<file path="src/rtl/mem_access_pkg.sv">
// Shared instruction definitions: op categories, access size encodings,
// byte-lane select constants and the mem_access FSM state encoding.
package mem_access_pkg;

  typedef enum logic [1:0] {
    OPCAT_ALU = 2'd0,
    OPCAT_LD  = 2'd1,
    OPCAT_ST  = 2'd2
  } opcat_t;

  // size field: bit2 selects zero-extension on loads, bits[1:0] the width
  localparam int         SZ_ZEXT_BIT = 2;
  localparam logic [1:0] SZ_BYTE     = 2'b00;
  localparam logic [1:0] SZ_HALF     = 2'b01;
  localparam logic [1:0] SZ_WORD     = 2'b10;
  localparam logic [1:0] SZ_RSVD     = 2'b11;

  localparam logic [3:0] BE_BYTE = 4'b0001;
  localparam logic [3:0] BE_HALF = 4'b0011;
  localparam logic [3:0] BE_WORD = 4'b1111;

  typedef enum logic {
    ST_IDLE   = 1'b0,
    ST_ACCESS = 1'b1
  } state_t;

  typedef struct packed {
    logic       we;
    logic [2:0] size;
    logic [1:0] addr_lo;
    logic [4:0] reg_idx;
  } meta_t;

  function automatic logic is_misaligned(input logic [1:0] sz, input logic [1:0] addr_lo);
    case (sz)
      SZ_BYTE: return 1'b0;
      SZ_HALF: return addr_lo[0];
      default: return |addr_lo;
    endcase
  endfunction

endpackage

</file>
<file path="src/rtl/mem_lane_align.sv">
// Byte-lane steering: store enables/replicated data and load lane extract with sign/zero extension.
// Purely combinational; no flow control.
module mem_lane_align
  import mem_access_pkg::*;
(
  input  logic [2:0]  req_size,
  input  logic [1:0]  req_addr_lo,
  input  logic [31:0] st_data,
  output logic [3:0]  be,
  output logic [31:0] wdata,
  input  logic [2:0]  rsp_size,
  input  logic [1:0]  rsp_addr_lo,
  input  logic [31:0] rdata,
  output logic [31:0] ld_data
);

  logic [7:0]  byte_lane;
  logic [15:0] half_lane;

  always_comb begin
    be    = BE_WORD;
    wdata = st_data;
    case (req_size[1:0])
      SZ_BYTE: begin
        be    = BE_BYTE << req_addr_lo;
        wdata = {4{st_data[7:0]}};
      end
      SZ_HALF: begin
        be    = BE_HALF << {req_addr_lo[1], 1'b0};
        wdata = {2{st_data[15:0]}};
      end
      default: ;
    endcase
  end

  // half loads only look at addr[1]; a set addr[0] is ignored here
  assign byte_lane = rdata[{rsp_addr_lo, 3'b000} +: 8];
  assign half_lane = rdata[{rsp_addr_lo[1], 4'b0000} +: 16];

  always_comb begin
    ld_data = rdata;
    case (rsp_size[1:0])
      SZ_BYTE: ld_data = rsp_size[SZ_ZEXT_BIT] ? {24'b0, byte_lane}
                                               : {{24{byte_lane[7]}}, byte_lane};
      SZ_HALF: ld_data = rsp_size[SZ_ZEXT_BIT] ? {16'b0, half_lane}
                                               : {{16{half_lane[15]}}, half_lane};
      default: ;
    endcase
  end

endmodule

</file>
<file path="src/rtl/mem_access.sv">
// Load/store stage, one outstanding access; ALU results retire after 1 cycle, loads 1 cycle after ack.
// busy_o stalls upstream while an access is outstanding; MEM_ACCESS_ALIGN_CHECK_EN drops misaligned half/word ops.
module mem_access
  import mem_access_pkg::*;
(
  input  logic        clk,
  input  logic        rst_n,
  input  logic        valid_i,
  input  logic        ld_i,
  input  logic        st_i,
  input  logic [2:0]  size_i,
  input  logic [31:0] alu_result_i,
  input  logic [31:0] st_data_i,
  input  logic [4:0]  wb_reg_i,
  output logic        busy_o,
  output logic        dmem_req_o,
  output logic        dmem_we_o,
  output logic [31:0] dmem_addr_o,
  output logic [3:0]  dmem_be_o,
  output logic [31:0] dmem_wdata_o,
  input  logic [31:0] dmem_rdata_i,
  input  logic        dmem_ack_i,
  output logic        wb_valid_o,
  output logic [4:0]  wb_reg_o,
  output logic [31:0] wb_data_o,
  output logic        misalign_o
);

  state_t      state_q, state_d;
  meta_t       meta_q;
  logic [31:0] addr_q, wdata_q;
  logic [3:0]  be_q;
  logic        wb_vld_q;
  logic [4:0]  wb_reg_q;
  logic [31:0] wb_dat_q;
  logic        accept, is_mem, drop, issue, ld_done;
  logic [3:0]  be_c;
  logic [31:0] wdata_c, ld_dat_c;

  assign accept  = (state_q == ST_IDLE) && valid_i;
  assign is_mem  = ld_i | st_i;
  assign issue   = accept && is_mem && !drop;
  assign ld_done = (state_q == ST_ACCESS) && dmem_ack_i && !meta_q.we;

`ifdef MEM_ACCESS_ALIGN_CHECK_EN
  logic misalign_q;

  assign drop       = accept && is_mem && is_misaligned(size_i[1:0], alu_result_i[1:0]);
  assign misalign_o = misalign_q;

  always_ff @(posedge clk or negedge rst_n) begin
    if (!rst_n) misalign_q <= 1'b0;
    else        misalign_q <= drop;
  end
`else
  assign drop       = 1'b0;
  assign misalign_o = 1'b0;
`endif

  mem_lane_align u_lane (
    .req_size    (size_i),
    .req_addr_lo (alu_result_i[1:0]),
    .st_data     (st_data_i),
    .be          (be_c),
    .wdata       (wdata_c),
    .rsp_size    (meta_q.size),
    .rsp_addr_lo (meta_q.addr_lo),
    .rdata       (dmem_rdata_i),
    .ld_data     (ld_dat_c)
  );

  always_comb begin
    state_d    = state_q;
    busy_o     = 1'b0;
    dmem_req_o = 1'b0;
    case (state_q)
      ST_IDLE: begin
        if (issue) state_d = ST_ACCESS;
      end
      ST_ACCESS: begin
        busy_o     = 1'b1;
        dmem_req_o = 1'b1;
        if (dmem_ack_i) state_d = ST_IDLE;
      end
      default: state_d = ST_IDLE;
    endcase
  end

  always_ff @(posedge clk or negedge rst_n) begin
    if (!rst_n) begin
      state_q  <= ST_IDLE;
      meta_q   <= '0;
      addr_q   <= '0;
      be_q     <= '0;
      wdata_q  <= '0;
      wb_vld_q <= 1'b0;
      wb_reg_q <= '0;
      wb_dat_q <= '0;
    end else begin
      state_q  <= state_d;
      wb_vld_q <= 1'b0;
      if (issue) begin
        addr_q  <= {alu_result_i[31:2], 2'b00};
        be_q    <= be_c;
        wdata_q <= wdata_c;
        meta_q  <= '{we: st_i, size: size_i, addr_lo: alu_result_i[1:0], reg_idx: wb_reg_i};
      end
      if (accept && !is_mem) begin
        wb_vld_q <= 1'b1;
        wb_dat_q <= alu_result_i;
        wb_reg_q <= wb_reg_i;
      end
      if (ld_done) begin
        wb_vld_q <= 1'b1;
        wb_dat_q <= ld_dat_c;
        wb_reg_q <= meta_q.reg_idx;
      end
    end
  end

  assign dmem_we_o    = meta_q.we;
  assign dmem_addr_o  = addr_q;
  assign dmem_be_o    = be_q;
  assign dmem_wdata_o = wdata_q;
  assign wb_valid_o   = wb_vld_q;
  assign wb_reg_o     = wb_reg_q;
  assign wb_data_o    = wb_dat_q;

endmodule

</file>
<file path="config.mk">
export PLATFORM = sky130hd
export DESIGN_NAME = mem_access
export DESIGN_NICKNAME = d
export VERILOG_FILES = /design/src/rtl/mem_access_pkg.sv /design/src/rtl/mem_lane_align.sv /design/src/rtl/mem_access.sv
export SDC_FILE = /design/constraint.sdc
export NUM_CORES = 1
export LEC_CHECK = 0
export CAP_MARGIN = 5
export CELL_PAD_IN_SITES_DETAIL_PLACEMENT = 0
export CELL_PAD_IN_SITES_GLOBAL_PLACEMENT = 1
export CORE_ASPECT_RATIO = 0.6
export CORE_MARGIN = 5
export CORE_UTILIZATION = 37
export DETAILED_ROUTE_END_ITERATION = 6
export PLACE_DENSITY_LB_ADDON = 0.05
export SYNTH_ARGS = -nofsm -noshare
export SYNTH_HDL_FRONTEND = slang
export SYNTH_HIERARCHICAL = 1
export SYNTH_SLANG_ARGS = --single-unit
</file>
<file path="constraint.sdc">
create_clock -name clk -period 3.9 [get_ports clk]
set_input_delay 0.975 -clock clk [delete_from_list [all_inputs] [get_ports clk]]
set_output_delay 0.975 -clock clk [all_outputs]
set_load 0.01 [all_outputs]
</file>
==> results.txt <==
----------------------------------------------------
[Synth]
  Number of enable flip-flop cells after synthesis ... 0
  Yosys Warn Count ... 6
  Post-Syn Instances ... 469
  Number of register bits inferred by synthesis ... 116
  Sequential element share of the synthesized area ... 0.488
  Mean area per synthesized cell ... 12.7 um2
  Post-Synth Adder-Cell Area ... 0
  Basic-gate share of the synthesized area counting and, or, nand and nor cells ... 0.0524
  Xor/xnor share of the synthesized area ... 0
  Share of cell area taken by muxes after synthesis ... 0.249
  Share of the synthesized area in compound gates (AO/OA/AOI/OAI) ... 0.152
  Proportion of synthesized flip-flops having asynchronous set or reset ... 1.00
  Post-synth design cell area ... 5950 um2
  Prevailing post-synth register cell ... sky130_fd_sc_hd__dfrtp_1
  Combinational family with the most area after synthesis ... multiplexers
  Yosys cell types ... 37

[Placed design]
  Post-DP HPWL ... 13.6 mm
  Cell Count Post-Placement ... about 850
  Number of I/O port buffers ... 216
  Placer congestion estimate ... 0.832

[Route]
  Drt total wl ... 18.7 mm
  Post-route DRC ... 0
  First drt pass iteration count ... 4
  Number of DRC markers in iteration 0 ... 317
  Vias/cell ... 5.22
  Routed len/inst ... 21.1 um
  Post-route antenna net violation count ... 0
  Count of vias placed by the detailed router ... 4621

[Power and ir drop]
  Switching power ... 1.59 mW
  Max VDD drop ... 0.269 mV
  Combinational fraction of design power ... 0.349
  Power share of the sequential group ... 0.336
  Final Total Pwr ... 5.43 mW
  Int Power ... 3.85 mW
  Total power density per cell area ... 618 nW/um2
  Clk pwr share ... 0.315
  Leakage power ... 3.84 nW
  Fraction of power spent switching nets ... 0.292

[Run]
  Reported max-cap violation count ... 0

[Clocking]
  Clock Tree Buf Depth ... 2
  Post-CTS setup buffer count ... 0
  Hold-fix buffers at CTS ... 0
  Count of H-tree levels built during CTS ... 4
  Sink Count ... around 120
  Clock buffer count from CTS ... 17
  Clock Tree Root ... sky130_fd_sc_hd__clkbuf_16
  Clock input transition at the sequential cells of the worst setup and hold paths ... 50 ps
  TritonCTS clock tree ... yes
  Number of resized instances in the post-cts repair step ... 0
  Insertion delay of the later-clocked pin in the worst-skew pair ... 410 ps

[Worst setup path]
  Sort of element at the end of the critical path ... register
  CP cell instances ... clkdlybuf4s50_1 > buf_4 > nor2_1 > mux2_2 > mux2_4
  Max FO, Critical Path ... 12
  Startpoint class of the critical path ... primary input
  R2R Path Start ... meta_q[6]
  Critical setup path kind ... primary input to register
  Setup crit start ... size_i[0]
  Number of buffer and inverter stages on the critical path ... 2
  Longest individual stage delay on the worst path ... 670 ps
  Critical path data arrival time ... roughly 2900 ps
  Required time reported for the critical path endpoint ... 4180 ps
  Highest-delay cell along the critical path ... sky130_fd_sc_hd__nor2_1
  Top cell family by delay on the critical path ... multiplexers

[Global route]
  Met2 global-route usage ... 0.293
  Sum of overflow across all layers after global routing ... 0
  Antenna violations before repair ... 0
  Most used routing layer in global routing ... met2
  Total routing resource utilization after global routing ... 0.201
  Met1 demand-to-capacity share in global routing ... 0.293
  Number of global-route vias before repair ... 4854
  Largest net degree at the start of global routing ... 78
  Met3 Resource Use GR ... 0.0604
  First-pass GRT wire length ... 29.1 mm

[Floorplanning]
  Number of core rows ... 35
  Die Width ... 174 um
  Initial Util ... 0.383
  Top-level port count ... 220
  Area of the die ... 18800 um2
  Vertical extent of the die ... 108 um
  Core Box Area ... roughly 16000 um2

[Hold path]
  Hold_sp ... wb_data_o[3]
  Min-delay worst type ... register to register

[Finish]
  Fin nets ... 779
  Final non-filler cell total ... between 800 and 900
  Fillcell total ... 1325
  Area Overhead vs Synth ... 47.9%
  Antenna Diode Count ... 0
  Proportion of layout cells with a drive suffix above 1 ... 0.226

[Timing]
  Pins over their slew limit ... 0
  Setup skew after layout ... between 10 and 15 ps
  Unrepaired setup endpoints after global routing ... no
  Sum of negative setup slack ... 0 ps
  Setup violation total in the final timing report ... 0
  Maximum frequency from static timing analysis ... 0.380 GHz
  Final Cycle Share ... 0.675
  Shortest period the worst path allows ... 2630 ps
  Number of failing hold endpoints at the final stage ... 0
  Transition at the pin with the smallest max-transition slack ... 857 ps
  Slew Limit Headroom ... 0.427

[Status]
  Status ... finished clean

----------------------------------------------------
## cell type report
cell class              instances  area [um2]  area share
multi-input cells             301        2720       0.309
repair buffers                227        2250       0.256
clock inverters                13         208      0.0236
inverters                       6        22.5     0.00256
clock buffers                  19         433      0.0492
well taps                     203         254      0.0289
flip-flops and latches        116        2900       0.330
## synth_stat cells (all sizes together) (2+ instances only)
cell type / n / area (um2)
a21o: 30 / 225
a221o: 15 / 150
a22o: 35 / 307
and4b: 7 / 70.1
buf: 37 / 283
clkbuf: 11 / 42.5
dfrtp: 116 / 2900
inv: 6 / 22.5
mux2: 100 / 1230
mux2i: 21 / 223
nand2: 36 / 135
nand2b: 2 / 12.5
nor2: 4 / 17.5
nor2b: 2 / 15.0
nor3b: 2 / 31.3
o21ai: 35 / 183
o21bai: 2 / 15.0
## through the flow
step | hold WS (ps) | area (um2) | setup slack [ps] | utilization
6_report | 474 | 8800 | 1270 | 0.566
5_1_grt | 496 | 8800 | 1220 | 0.566
4_1_cts | 480 | 8800 | 1280 | 0.566
3_5_place_dp | 468 | 8160 | 869 | 0.525
3_3_place_gp | 459 | 8160 | 933 | 0.525
2_1_floorplan | 448 | 5960 | 1610 | -
## power groups by stage
stage | Clock, mW | Combinational, mW | Sequential (mW)
6_report | 1.71 | 1.89 | 1.83
5_1_grt | 1.80 | 2.03 | 1.88
2_1_floorplan | 0 | 0.764 | 1.93
3_5_place_dp | 0 | 1.91 | 1.84
4_1_cts | 1.75 | 1.92 | 1.83
3_3_place_gp | 0 | 1.88 | 1.82
## state kept, by name (all words and copies together), names as in the netlist
register	count
wb_reg_o	5
wb_valid_o	1
meta_q	10
dmem_be_o	4
wb_data_o	32
dmem_we_o	1
state_q	1
dmem_addr_o	30
dmem_wdata_o	32
## cells in the final DEF, fill, tap and decap left out, types with 3 or more instances in the layout
cell type and n:
sky130_fd_sc_hd__buf_4 11, sky130_fd_sc_hd__a221o_1 15, sky130_fd_sc_hd__clkinv_4 4, sky130_fd_sc_hd__conb_1 3, sky130_fd_sc_hd__mux2i_1 20, sky130_fd_sc_hd__a22o_1 35, sky130_fd_sc_hd__and4b_1 7, sky130_fd_sc_hd__clkinv_2 3
sky130_fd_sc_hd__o21ai_1 9, sky130_fd_sc_hd__inv_1 5, sky130_fd_sc_hd__mux2_4 29, sky130_fd_sc_hd__clkdlybuf4s50_1 215, sky130_fd_sc_hd__a21o_1 30, sky130_fd_sc_hd__nor2_1 3, sky130_fd_sc_hd__o21ai_0 24, sky130_fd_sc_hd__mux2_2 71
sky130_fd_sc_hd__bufinv_16 5, sky130_fd_sc_hd__clkbuf_16 17, sky130_fd_sc_hd__dfrtp_1 116, sky130_fd_sc_hd__nand2_1 36
## kinds of logic (layout without fill, tap and decap cells)
logic type | after synthesis | count (layout)
multiplexers | 122 | 122
AO/OA/AOI/OAI | 120 | 120
flip-flops | 116 | 116
AND/OR/NAND/NOR | 56 | 56
buffers and inverters | 54 | 265
other | 1 | 3
## worst paths after layout
kind,slack [ps],cells past startpoint,to
worst min-delay path,470,1,wb_data_o[3]
worst max-delay path,1270,5,dmem_wdata_o[14]
worst max register to register,1640,5,wb_data_o[20]
worst min register to register,470,1,wb_data_o[3]
min in group asynchronous,580,1,dmem_addr_o[23]
max in group asynchronous,2510,2,meta_q[8]
## worst reg2reg max path: cells and delay by family (launching register included)
family         cells  cell delay, ps
multiplexers       2             830
AO/OA/AOI/OAI      3             570
flip-flops         1             750
## metal layers
layer / vias up / share of wire
met3: 13 / 0.084
met1: 2305 / 0.47
met4: 0 / 0.0087
met2: 187 / 0.43
met5: - / 0
li1: 2116 / -
Power figures use the tool's default switching activity.
